[src/rtl/cu_pkg.sv]
// Shared encodings and types for the RV32 pipelined control unit.
package cu_pkg;

  // Major opcodes (instr[6:0])
  localparam logic [6:0] OpR      = 7'b0110011;
  localparam logic [6:0] OpI      = 7'b0010011;
  localparam logic [6:0] OpLoad   = 7'b0000011;
  localparam logic [6:0] OpJalr   = 7'b1100111;
  localparam logic [6:0] OpStore  = 7'b0100011;
  localparam logic [6:0] OpBranch = 7'b1100011;
  localparam logic [6:0] OpLui    = 7'b0110111;
  localparam logic [6:0] OpAuipc  = 7'b0010111;
  localparam logic [6:0] OpJal    = 7'b1101111;

  // funct7 variants
  localparam logic [6:0] F7Base   = 7'b0000000;
  localparam logic [6:0] F7Alt    = 7'b0100000;
  localparam logic [6:0] F7MulDiv = 7'b0000001;

  // 4-bit base ALU codes
  localparam logic [3:0] AluAdd   = 4'b0000;
  localparam logic [3:0] AluSub   = 4'b0001;
  localparam logic [3:0] AluAnd   = 4'b0010;
  localparam logic [3:0] AluOr    = 4'b0011;
  localparam logic [3:0] AluSrl   = 4'b0100;
  localparam logic [3:0] AluSlt   = 4'b0101;
  localparam logic [3:0] AluPassB = 4'b0110;
  localparam logic [3:0] AluSll   = 4'b0111;
  localparam logic [3:0] AluXor   = 4'b1000;
  localparam logic [3:0] AluSra   = 4'b1001;
  localparam logic [3:0] AluSltu  = 4'b1010;

  // Writeback source select
  localparam logic [1:0] ResAlu = 2'b00;
  localparam logic [1:0] ResMem = 2'b01;
  localparam logic [1:0] ResPc4 = 2'b10;
  localparam logic [1:0] ResMd  = 2'b11;

  // Immediate formats
  localparam logic [2:0] ImmI = 3'b000;
  localparam logic [2:0] ImmS = 3'b001;
  localparam logic [2:0] ImmB = 3'b010;
  localparam logic [2:0] ImmJ = 3'b011;
  localparam logic [2:0] ImmU = 3'b100;

  typedef enum logic [1:0] {IDLE, BUSY, DONE} md_state_t;

  // Control bundle carried from Decode into Execute
  typedef struct packed {
    logic       reg_write;
    logic       mem_write;
    logic       jump;
    logic       branch;
    logic       alu_src_a;
    logic       alu_src_b;
    logic [1:0] result_src;
    logic [3:0] alu_ctrl;
    logic [2:0] mem_size;
    logic       md_op;
    logic [2:0] md_funct;
  } ctrl_t;

  // Shared funct3 -> ALU mapping for R-type and I-type ALU ops
  function automatic logic [3:0] alu_op_decode(input logic [2:0] f3, input logic alt);
    logic [3:0] op;
    case (f3)
      3'b000:  op = alt ? AluSub : AluAdd;
      3'b001:  op = AluSll;
      3'b010:  op = AluSlt;
      3'b011:  op = AluSltu;
      3'b100:  op = AluXor;
      3'b101:  op = alt ? AluSra : AluSrl;
      3'b110:  op = AluOr;
      default: op = AluAnd;
    endcase
    return op;
  endfunction

endpackage

[src/rtl/control_unit_pipe_md_sequencer.sv]
// Multi-cycle MUL/DIV sequencer: stalls the front end for the op latency, then
// pulses done for one cycle.
module md_sequencer
  import cu_pkg::*;
#(
  parameter int unsigned MUL_LAT = 3,
  parameter int unsigned DIV_LAT = 32
) (
  input  logic       clk,
  input  logic       rst_n,
  input  logic       i_flush,
  input  logic       i_md_op,
  input  logic       i_md_div,
  output logic       o_busy,
  output logic       o_done
);

  localparam int unsigned MaxLat = (MUL_LAT > DIV_LAT) ? MUL_LAT : DIV_LAT;
  localparam int unsigned CntW   = (MaxLat < 1) ? 1 : $clog2(MaxLat + 1);

  md_state_t         r_state;
  logic [CntW-1:0]   r_cnt;
  logic [CntW-1:0]   w_lat;

  assign w_lat = i_md_div ? CntW'(DIV_LAT) : CntW'(MUL_LAT);

  // Busy is raised in the IDLE entry cycle as well, so total busy time equals
  // the latency; the counter therefore only covers the remaining LAT-1 cycles.
  assign o_busy = ((r_state == IDLE) && i_md_op) || (r_state == BUSY);
  assign o_done = (r_state == DONE);

  // State and down-counter; flush aborts the op with no done pulse
  always_ff @(posedge clk) begin
    if (!rst_n) begin
      r_state <= IDLE;
      r_cnt   <= '0;
    end else if (i_flush) begin
      r_state <= IDLE;
      r_cnt   <= '0;
    end else begin
      case (r_state)
        IDLE: begin
          if (i_md_op) begin
            if (w_lat <= CntW'(1)) begin
              r_state <= DONE;
            end else begin
              r_cnt   <= w_lat - CntW'(1);
              r_state <= BUSY;
            end
          end
        end
        BUSY: begin
          if (r_cnt <= CntW'(1)) begin
            r_state <= DONE;
          end else begin
            r_cnt <= r_cnt - CntW'(1);
          end
        end
        DONE:    r_state <= IDLE;
        default: r_state <= IDLE;
      endcase
    end
  end

endmodule

[src/rtl/control_unit_pipe.sv]
// Pipelined control unit: Decode-stage decoder, Decode->Execute control
// register and the MUL/DIV stall sequencer.
module control_unit_pipe
  import cu_pkg::*;
#(
  parameter int unsigned ALU_CTRL_W = 4,
  parameter bit          EN_M_EXT   = 1'b1,
  parameter int unsigned MUL_LAT    = 3,
  parameter int unsigned DIV_LAT    = 32
) (
  input  logic                  clk,
  input  logic                  rst_n,
  input  logic [6:0]            opcode,
  input  logic [2:0]            funct3,
  input  logic [6:0]            funct7,
  input  logic                  stallD,
  input  logic                  flushE,
  output logic [2:0]            ImmSrcD,
  output logic                  IllegalD,
  output logic                  RegWriteE,
  output logic                  MemWriteE,
  output logic                  JumpE,
  output logic                  BranchE,
  output logic                  ALUSrcAE,
  output logic                  ALUSrcBE,
  output logic [1:0]            ResultSrcE,
  output logic [ALU_CTRL_W-1:0] ALUControlE,
  output logic [2:0]            MemSizeE,
  output logic                  MdOpE,
  output logic [2:0]            MdFunctE,
  output logic                  MdBusy,
  output logic                  MdDone
);

  ctrl_t      w_dec;
  logic [2:0] w_imm_src;
  logic       w_illegal;
  ctrl_t      r_ctrl;
  logic       w_md_busy;
  logic       w_md_done;

  // Combinational decode; any illegal encoding collapses to a NOP
  always_comb begin
    w_dec     = '0;
    w_imm_src = '0;
    w_illegal = 1'b0;
    case (opcode)
      OpR: begin
        if (funct7 == F7MulDiv) begin
          if (EN_M_EXT) begin
            w_dec.reg_write  = 1'b1;
            w_dec.result_src = ResMd;
            w_dec.md_op      = 1'b1;
            w_dec.md_funct   = funct3;
            w_dec.alu_ctrl   = AluAdd;
          end else begin
            w_illegal = 1'b1;
          end
        end else if ((funct7 == F7Base) ||
                     ((funct7 == F7Alt) && ((funct3 == 3'b000) || (funct3 == 3'b101)))) begin
          w_dec.reg_write = 1'b1;
          w_dec.alu_ctrl  = alu_op_decode(funct3, funct7[5]);
        end else begin
          w_illegal = 1'b1;
        end
      end
      OpI: begin
        // Shift-immediates carry funct7 in the immediate; addi must never see alt
        if (((funct3 == 3'b001) && (funct7 != F7Base)) ||
            ((funct3 == 3'b101) && (funct7 != F7Base) && (funct7 != F7Alt))) begin
          w_illegal = 1'b1;
        end else begin
          w_dec.reg_write = 1'b1;
          w_dec.alu_src_b = 1'b1;
          w_dec.alu_ctrl  = alu_op_decode(funct3, (funct3 == 3'b101) && funct7[5]);
          w_imm_src       = ImmI;
        end
      end
      OpLoad: begin
        if ((funct3 == 3'b011) || (funct3 == 3'b110) || (funct3 == 3'b111)) begin
          w_illegal = 1'b1;
        end else begin
          w_dec.reg_write  = 1'b1;
          w_dec.alu_src_b  = 1'b1;
          w_dec.result_src = ResMem;
          w_dec.mem_size   = funct3;
          w_dec.alu_ctrl   = AluAdd;
          w_imm_src        = ImmI;
        end
      end
      OpJalr: begin
        if (funct3 != 3'b000) begin
          w_illegal = 1'b1;
        end else begin
          w_dec.reg_write  = 1'b1;
          w_dec.alu_src_b  = 1'b1;
          w_dec.jump       = 1'b1;
          w_dec.result_src = ResPc4;
          w_dec.alu_ctrl   = AluAdd;
          w_imm_src        = ImmI;
        end
      end
      OpStore: begin
        if (funct3[2] || (funct3[1:0] == 2'b11)) begin
          w_illegal = 1'b1;
        end else begin
          w_dec.mem_write = 1'b1;
          w_dec.alu_src_b = 1'b1;
          w_dec.mem_size  = funct3;
          w_dec.alu_ctrl  = AluAdd;
          w_imm_src       = ImmS;
        end
      end
      OpBranch: begin
        if ((funct3 == 3'b010) || (funct3 == 3'b011)) begin
          w_illegal = 1'b1;
        end else begin
          w_dec.branch = 1'b1;
          w_imm_src    = ImmB;
          case (funct3[2:1])
            2'b00:   w_dec.alu_ctrl = AluSub;
            2'b10:   w_dec.alu_ctrl = AluSlt;
            default: w_dec.alu_ctrl = AluSltu;
          endcase
        end
      end
      OpLui: begin
        w_dec.reg_write = 1'b1;
        w_dec.alu_src_b = 1'b1;
        w_dec.alu_ctrl  = AluPassB;
        w_imm_src       = ImmU;
      end
      OpAuipc: begin
        w_dec.reg_write = 1'b1;
        w_dec.alu_src_a = 1'b1;
        w_dec.alu_src_b = 1'b1;
        w_dec.alu_ctrl  = AluAdd;
        w_imm_src       = ImmU;
      end
      OpJal: begin
        w_dec.reg_write  = 1'b1;
        w_dec.jump       = 1'b1;
        w_dec.result_src = ResPc4;
        w_imm_src        = ImmJ;
      end
      default: w_illegal = 1'b1;
    endcase
    if (w_illegal) begin
      w_dec     = '0;
      w_imm_src = '0;
    end
  end

  // Execute control register: flush beats M-unit hold, hold beats bubble
  always_ff @(posedge clk) begin
    if (!rst_n) begin
      r_ctrl <= '0;
    end else if (flushE) begin
      r_ctrl <= '0;
    end else if (w_md_busy) begin
      r_ctrl <= r_ctrl;
    end else if (stallD) begin
      r_ctrl <= '0;
    end else begin
      r_ctrl <= w_dec;
    end
  end

  md_sequencer #(
    .MUL_LAT (MUL_LAT),
    .DIV_LAT (DIV_LAT)
  ) u_md_seq (
    .clk      (clk),
    .rst_n    (rst_n),
    .i_flush  (flushE),
    .i_md_op  (r_ctrl.md_op),
    .i_md_div (r_ctrl.md_funct[2]),
    .o_busy   (w_md_busy),
    .o_done   (w_md_done)
  );

  assign ImmSrcD     = w_imm_src;
  assign IllegalD    = w_illegal;
  assign RegWriteE   = r_ctrl.reg_write;
  assign MemWriteE   = r_ctrl.mem_write;
  assign JumpE       = r_ctrl.jump;
  assign BranchE     = r_ctrl.branch;
  assign ALUSrcAE    = r_ctrl.alu_src_a;
  assign ALUSrcBE    = r_ctrl.alu_src_b;
  assign ResultSrcE  = r_ctrl.result_src;
  assign ALUControlE = ALU_CTRL_W'(r_ctrl.alu_ctrl);
  assign MemSizeE    = r_ctrl.mem_size;
  assign MdOpE       = r_ctrl.md_op;
  assign MdFunctE    = r_ctrl.md_funct;
  assign MdBusy      = w_md_busy;
  assign MdDone      = w_md_done;

endmodule
[config.mk]
export PLATFORM = sky130hd
export DESIGN_NAME = control_unit_pipe
export DESIGN_NICKNAME = d
export VERILOG_FILES = /design/src/rtl/cu_pkg.sv /design/src/rtl/control_unit_pipe_md_sequencer.sv /design/src/rtl/control_unit_pipe.sv
export SDC_FILE = /design/constraint.sdc
export NUM_CORES = 1
export LEC_CHECK = 0
export ABC_AREA = 1
export CORE_MARGIN = 2
export CORE_UTILIZATION = 50
export CTS_BUF_LIST = sky130_fd_sc_hd__clkbuf_8
export DETAILED_ROUTE_END_ITERATION = 7
export PLACE_DENSITY = 0.82
export SYNTH_ARGS = -nofsm -noshare
export SYNTH_HDL_FRONTEND = slang
export SYNTH_SLANG_ARGS = --single-unit
[constraint.sdc]
create_clock -name clk -period 3.7 [get_ports clk]
set_input_delay 0.37 -clock clk [delete_from_list [all_inputs] [get_ports clk]]
set_output_delay 0.37 -clock clk [all_outputs]
set_load 0.02 [all_outputs]
**After elaboration in Yosys (flattened, before gate mapping)**

Index checks and enable logic that the tools add are counted.

- Output and inout bits: 25
- Bits in registers: 27

- Add/subtract/negate cells: 2
- Reduce and logical (&&, ||, !) cells: 26
- Eq/ne operators: 27
- Bitwise operators: 1
- Magnitude comparators: 2
- Mux-type cells: 56

Operators with widths:

| operator | number |
|---|---|
| one-hot mux 4 bit (7 select lines) | 3 |
| 2-to-1 mux 19 bit | 2 |
| 2-to-1 mux 4 bit | 8 |
| equality test 7 x 6 -> 1 bit (second input constant) | 4 |
| 2-to-1 mux 6 bit | 4 |
| equality test 7 bit (second input constant) | 3 |
| 2-to-1 mux 1 bit | 20 |
| equality test 7 x 5 -> 1 bit (second input constant) | 2 |
| equality test 3 bit (second input constant) | 4 |
| less-or-equal comparator 6 x 1 -> 1 bit (second input constant) | 2 |
| one-hot mux 3 bit (4 select lines) | 1 |
| one-hot mux 6 bit (2 select lines) | 1 |
| subtractor 6 x 1 -> 6 bit (second input constant) | 2 |
| 2-to-1 mux 10 bit | 1 |
| 2-to-1 mux 2 bit | 5 |
| one-hot mux 1 bit (5 select lines) | 2 |
| logical OR 1 bit | 8 |
| != test 2 bit (second input constant) | 4 |
| one-hot mux 2 bit (4 select lines) | 1 |
| one-hot mux 4 bit (2 select lines) | 1 |
| equality test 7 x 1 -> 1 bit (second input constant) | 1 |
| equality test 7 x 2 -> 1 bit (second input constant) | 1 |
| zero test 7 bit | 1 |
| 2-to-1 mux 7 bit | 1 |
| 21 further kinds | 32 |

**Depth between registers and ports, before layout**

- Word-level depth: 9
- Gate-level depth with buffers: 11

**Cells and area by module**

From an unflattened synthesis, not the netlist that was laid out.

- Cell total of the unflattened synthesis: 287
- Area total of the unflattened synthesis: 1804.2 um2

By module, submodules not included:

| module | area an instance (um2) | sequential area each (um2) | cells each | instances |
|---|---|---|---|---|
| control_unit_pipe | 1298.7 | 380.4 | 213 | 1 |
| md_sequencer | 505.5 | 160.2 | 74 | 1 |

**Least setup slack after synthesis**

OpenSTA, ideal clock, no wires.

- Path type: input -> output
- From: input port funct3[0]
- To: output port IllegalD
- Cell stages on the path: 9
- Slack: 2.037 ns
- Required time: 3.330 ns
- Arrival time: 1.293 ns
- Path through: buf_6 -> nor2_1 -> nand2_1 -> nand2_1 -> nand2_1 -> nand2_1 -> nor3_1 -> nor2_1 -> nand4_1

- Cells in the longest elaborated chain, start to end: 7
- Elaborated cells between the ends (all ways): 28
- Those cells by class: 7 x eq/ne; 8 x mux; 13 x reduce/logical

RTL lines:

| what | line | text |
|---|---|---|
| start: declaration | control_unit_pipe.sv:14 | `input logic [2:0] funct3,` |
| equality test 3 bit / zero test 3 bit (equally long branches) | control_unit_pipe.sv:60, control_unit_pipe.sv:70 |  |
| logical OR 1 bit | control_unit_pipe.sv:60 | `((funct7 == F7Alt) && ((funct3 == 3'b000) \|\| (funct3 == 3'b101)))) begin` |
| logical AND 1 bit | control_unit_pipe.sv:60 |  |
| logical OR 1 bit | control_unit_pipe.sv:59 | `end else if ((funct7 == F7Base) \|\|` |
| 2-to-1 mux 1 bit | control_unit_pipe.sv:59 |  |
| 2-to-1 mux 1 bit | control_unit_pipe.sv:49 | `if (funct7 == F7MulDiv) begin` |
| one-hot mux 1 bit (7 select lines) * | control_unit_pipe.sv:47 | `case (opcode)` |
| end: declaration | control_unit_pipe.sv:19 | `output logic IllegalD,` |

Every way passes the cells marked *; elsewhere a longest branch is shown, timed or not.

**Worst setup path after layout**

- From: input port funct3[1]
- To: output port IllegalD

The elaborated chain is that of the path after synthesis.

==> flow_metrics.env <==
export IMPL_cts_repair_resized=0
export IMPL_num_rows=21
export IMPL_slowest_stage="clkdlybuf4s50_1"
export IMPL_cpMostUsedCell="nand2_1"
export IMPL_htree_levels=1
export IMPL_post_place_ws_ns=0.796
export IMPL_track_usage=0.230
export IMPL_synth_compound_area_share=0.137
export IMPL_outcome="complete, no violations"
export IMPL_via_per_inst=5.18
export IMPL_yosys_warnings=0
export IMPL_tightest_slew_ns=0.676
export IMPL_crit_arrival_ns=2.55
export IMPL_clockRootBuffer="clkbuf_8"
export IMPL_grtUsageMet1=0.292
export IMPL_fill_cells=323
export IMPL_remaining_drc_errors=0
export IMPL_grt_pass1_vias=1738
export IMPL_cts_buffers=3
export IMPL_ys_flop_type="dfxtp_1"
export IMPL_cp_cell_sequence="clkdlybuf4s50_1 -> inv_1 -> nand3_1 -> nand2_1 -> nand2_1 -> nand2_1 -> nor3_1 -> nor2_1 -> nand4_1 -> clkdlybuf4s50_1"
export IMPL_rrSetupSlack_ns=1.94
export IMPL_synth_top_family_by_area="simple AND/OR/NAND/NOR gates"
export IMPL_crit_path_end_kind="output port"
export IMPL_clk_pin_slew_ns=0.09
export IMPL_syn_nets=303
export IMPL_hold_start="ALUControlE[0]"
export IMPL_antenna_found_initial=0
export IMPL_yosysSeqAreaShare=0.297
export IMPL_tritoncts="yes"
export IMPL_reg2reg_to="u_md_seq.r_cnt[3]"
export IMPL_synth_fa_ha_area_frac=0.0137
export IMPL_slew_headroom=0.549
export IMPL_clk_latency_ns=0.27
export IMPL_period_needed_ns=2.92
export IMPL_synthCells=280
export IMPL_min_path_cells=2
export IMPL_fin_crit_sh=0.789
export IMPL_yosys_area_top_type="dfxtp_1"
export IMPL_post_cts_buffers=0
export IMPL_combPwrFrac=0.140
export IMPL_grt_pass1_wl_mm=7.56
export IMPL_drt_wl_total_mm=4.31
export IMPL_dr_total_vias=1897
export IMPL_synth_xor_area_frac=0.00962
export IMPL_ios=46
export IMPL_cellInternalPower_mw=0.397
export IMPL_rsz0062_at_grt="no"
export IMPL_cts_sinks=27
export IMPL_n_antenna_cell=0
export IMPL_ff2ff_path_depth=7
export IMPL_maxCapViolations=0
export IMPL_hold_viol=0
export IMPL_clkPwrFrac=0.312
export IMPL_start_util=0.533
export IMPL_area_growth_pct=26.5
export IMPL_die_y_um=64.3
export IMPL_swShare=0.251
export IMPL_yosys_cell_types_count=34
export IMPL_worst_slack_ns=0.779
export IMPL_busiest_layer="met2"
export IMPL_p_sw_mw=0.133
export IMPL_yosys_top_cells_area="dfxtp_1 30%, nand2_1 13%, nand3_1 9.6%"
export IMPL_hold_path_class="reg2reg"
export IMPL_postSynthAreaPerCell_um2=6.50
export IMPL_die_x_um=64.3
export IMPL_gp_congestion=0.924
export IMPL_critPathLaunchType="input port"
export IMPL_dr_pass1_iters=4
export IMPL_wl_per_cell_um=11.8
export IMPL_final_nets=344
export IMPL_synth_most_common_cell="nand2_1"
export IMPL_synthMuxAreaShare=0
export IMPL_cellLeakagePower_nw=0.988
export IMPL_power_density_nw_per_um2=231
export IMPL_grt_ovfl_total=0
export IMPL_postSynth_asyncResetShare=0
export IMPL_slew_viol_final=0
export IMPL_setup_violations=0
export IMPL_synth_simple_gate_area_frac=0.421
export IMPL_die_area_um2=4140
export IMPL_ys_top_cells_by_count="64 x nand2_1, 35 x inv_1, 35 x nand3_1"
export IMPL_seq_power_share=0.547
export IMPL_portBuffers=45
export IMPL_grt_util_met3=0.0405
export IMPL_netlist_area_um2=1820
export IMPL_max_freq_mhz=342
export IMPL_cp_required_ns=3.33
export IMPL_dp_hpwl_mm=3.41
export IMPL_clock_skew_ns=0.00579
export IMPL_synth_edf_count=0
export IMPL_design_core_area_um2=3420
export IMPL_ant_nets=0
export IMPL_yosys_area_top_type_share=0.297
export IMPL_whs_endpoint="ALUControlE[0]"
export IMPL_critPathKind="in2out"
export IMPL_finalSetupTns_ns=0
export IMPL_cp_max_fo=12
export IMPL_r2r_start="u_md_seq.r_cnt[0]"
export IMPL_cts_hold_fix_buffers=0
export IMPL_max_stage_delay_ns=0.71
export IMPL_drive_gt1_frac=0.0875
export IMPL_clk_path_buf_depth=2
export IMPL_dr_first_iter_drc_count=158
export IMPL_use_met2=0.391
export IMPL_grt_max_degree=24
export IMPL_synth_seq_cells=27
export IMPL_peakVddDrop_mv=0.130
[registers in the layout (all words and copies together), names as in the netlist]
name	cells
ALUControlE	4
ALUSrcAE	1
u_md_seq.r_state	2
JumpE	1
u_md_seq.r_cnt	6
MemWriteE	1
MdFunctE	3
ResultSrcE	2
MdOpE	1
MemSizeE	3
ALUSrcBE	1
BranchE	1
RegWriteE	1
[power groups by stage]
stage	sequential [mW]	clock, mW	combinational (mW)
floorplan	0.298	0	0.0431
CTS	0.291	0.173	0.0738
finish	0.291	0.166	0.0745
global placement	0.297	0	0.0733
global route	0.291	0.187	0.0830
detailed placement	0.297	0	0.0734
[placed cells by master, fill, tap and decap left out, types with 2 or more instances in the layout]
cell type / n
a21oi_1: 27
a21oi_2: 2
clkbuf_8: 3
clkdlybuf4s50_1: 45
dfxtp_1: 27
ha_1: 2
inv_1: 35
inv_2: 4
nand2_1: 64
nand2_2: 2
nand2_4: 3
nand3_1: 35
nand3_2: 3
nand4_1: 6
nor2_1: 28
nor2_2: 4
nor2_4: 3
nor3_1: 5
o211ai_1: 2
o21ai_0: 7
o31ai_1: 2
[metal layers]
metal,up-vias,wire length (um)
li1,992,-
met1,834,1890
met2,61,2020
met3,10,313
met4,0,82
met5,-,0
[worst max-delay path, delay by kind of cell]
| kind | cells | cell delay, ns |
|---|---|---|
| and+or+nand+nor | 7 | 0.70 |
| buffers and inverters | 3 | 1.49 |
[logic make-up (layout without fill, tap and decap cells)]
family,count (synthesis),count (layout)
buffers and inverters,48,88
DFF,27,27
adders and majority gates,2,2
AOI/OAI and AO/OA,44,44
and+or+nand+nor,157,157
xor gates and xnor gates,2,2
[through the flow]
| stage | instances | utilization | total power [mW] | hold WS (ns) | instance area [um^2] |
|---|---|---|---|---|---|
| floorplan | 280 | - | 0.341 | 0.459 | 1820 |
| global placement | 362 | 0.660 | 0.371 | 0.454 | 2250 |
| detailed placement | 362 | 0.660 | 0.371 | 0.458 | 2250 |
| CTS | 366 | 0.674 | 0.537 | 0.473 | 2300 |
| global route | 366 | 0.674 | 0.561 | 0.488 | 2300 |
| finish | 366 | 0.674 | 0.531 | 0.469 | 2300 |
[layout make-up]
cell class,instances,area [um^2],area share
clock inverters,1,7.51,0.00326
repair buffers,45,450,0.196
clock buffers,3,41.3,0.0179
well taps,46,57.6,0.0250
flip-flops and latches,27,541,0.235
inverters,39,146,0.0636
multi-input cells,205,1060,0.460
[worst max path at each step]
| stage | start | end | cells past startpoint |
|---|---|---|---|
| after CTS | funct3[1] | IllegalD | 10 |
| after detailed placement | funct3[1] | IllegalD | 10 |
| after floorplan | funct3[0] | IllegalD | 9 |
| after global placement | funct3[1] | IllegalD | 10 |
| after global routing | funct3[1] | IllegalD | 10 |
| final | funct3[1] | IllegalD | 10 |
(Power assumes the default switching activity.)
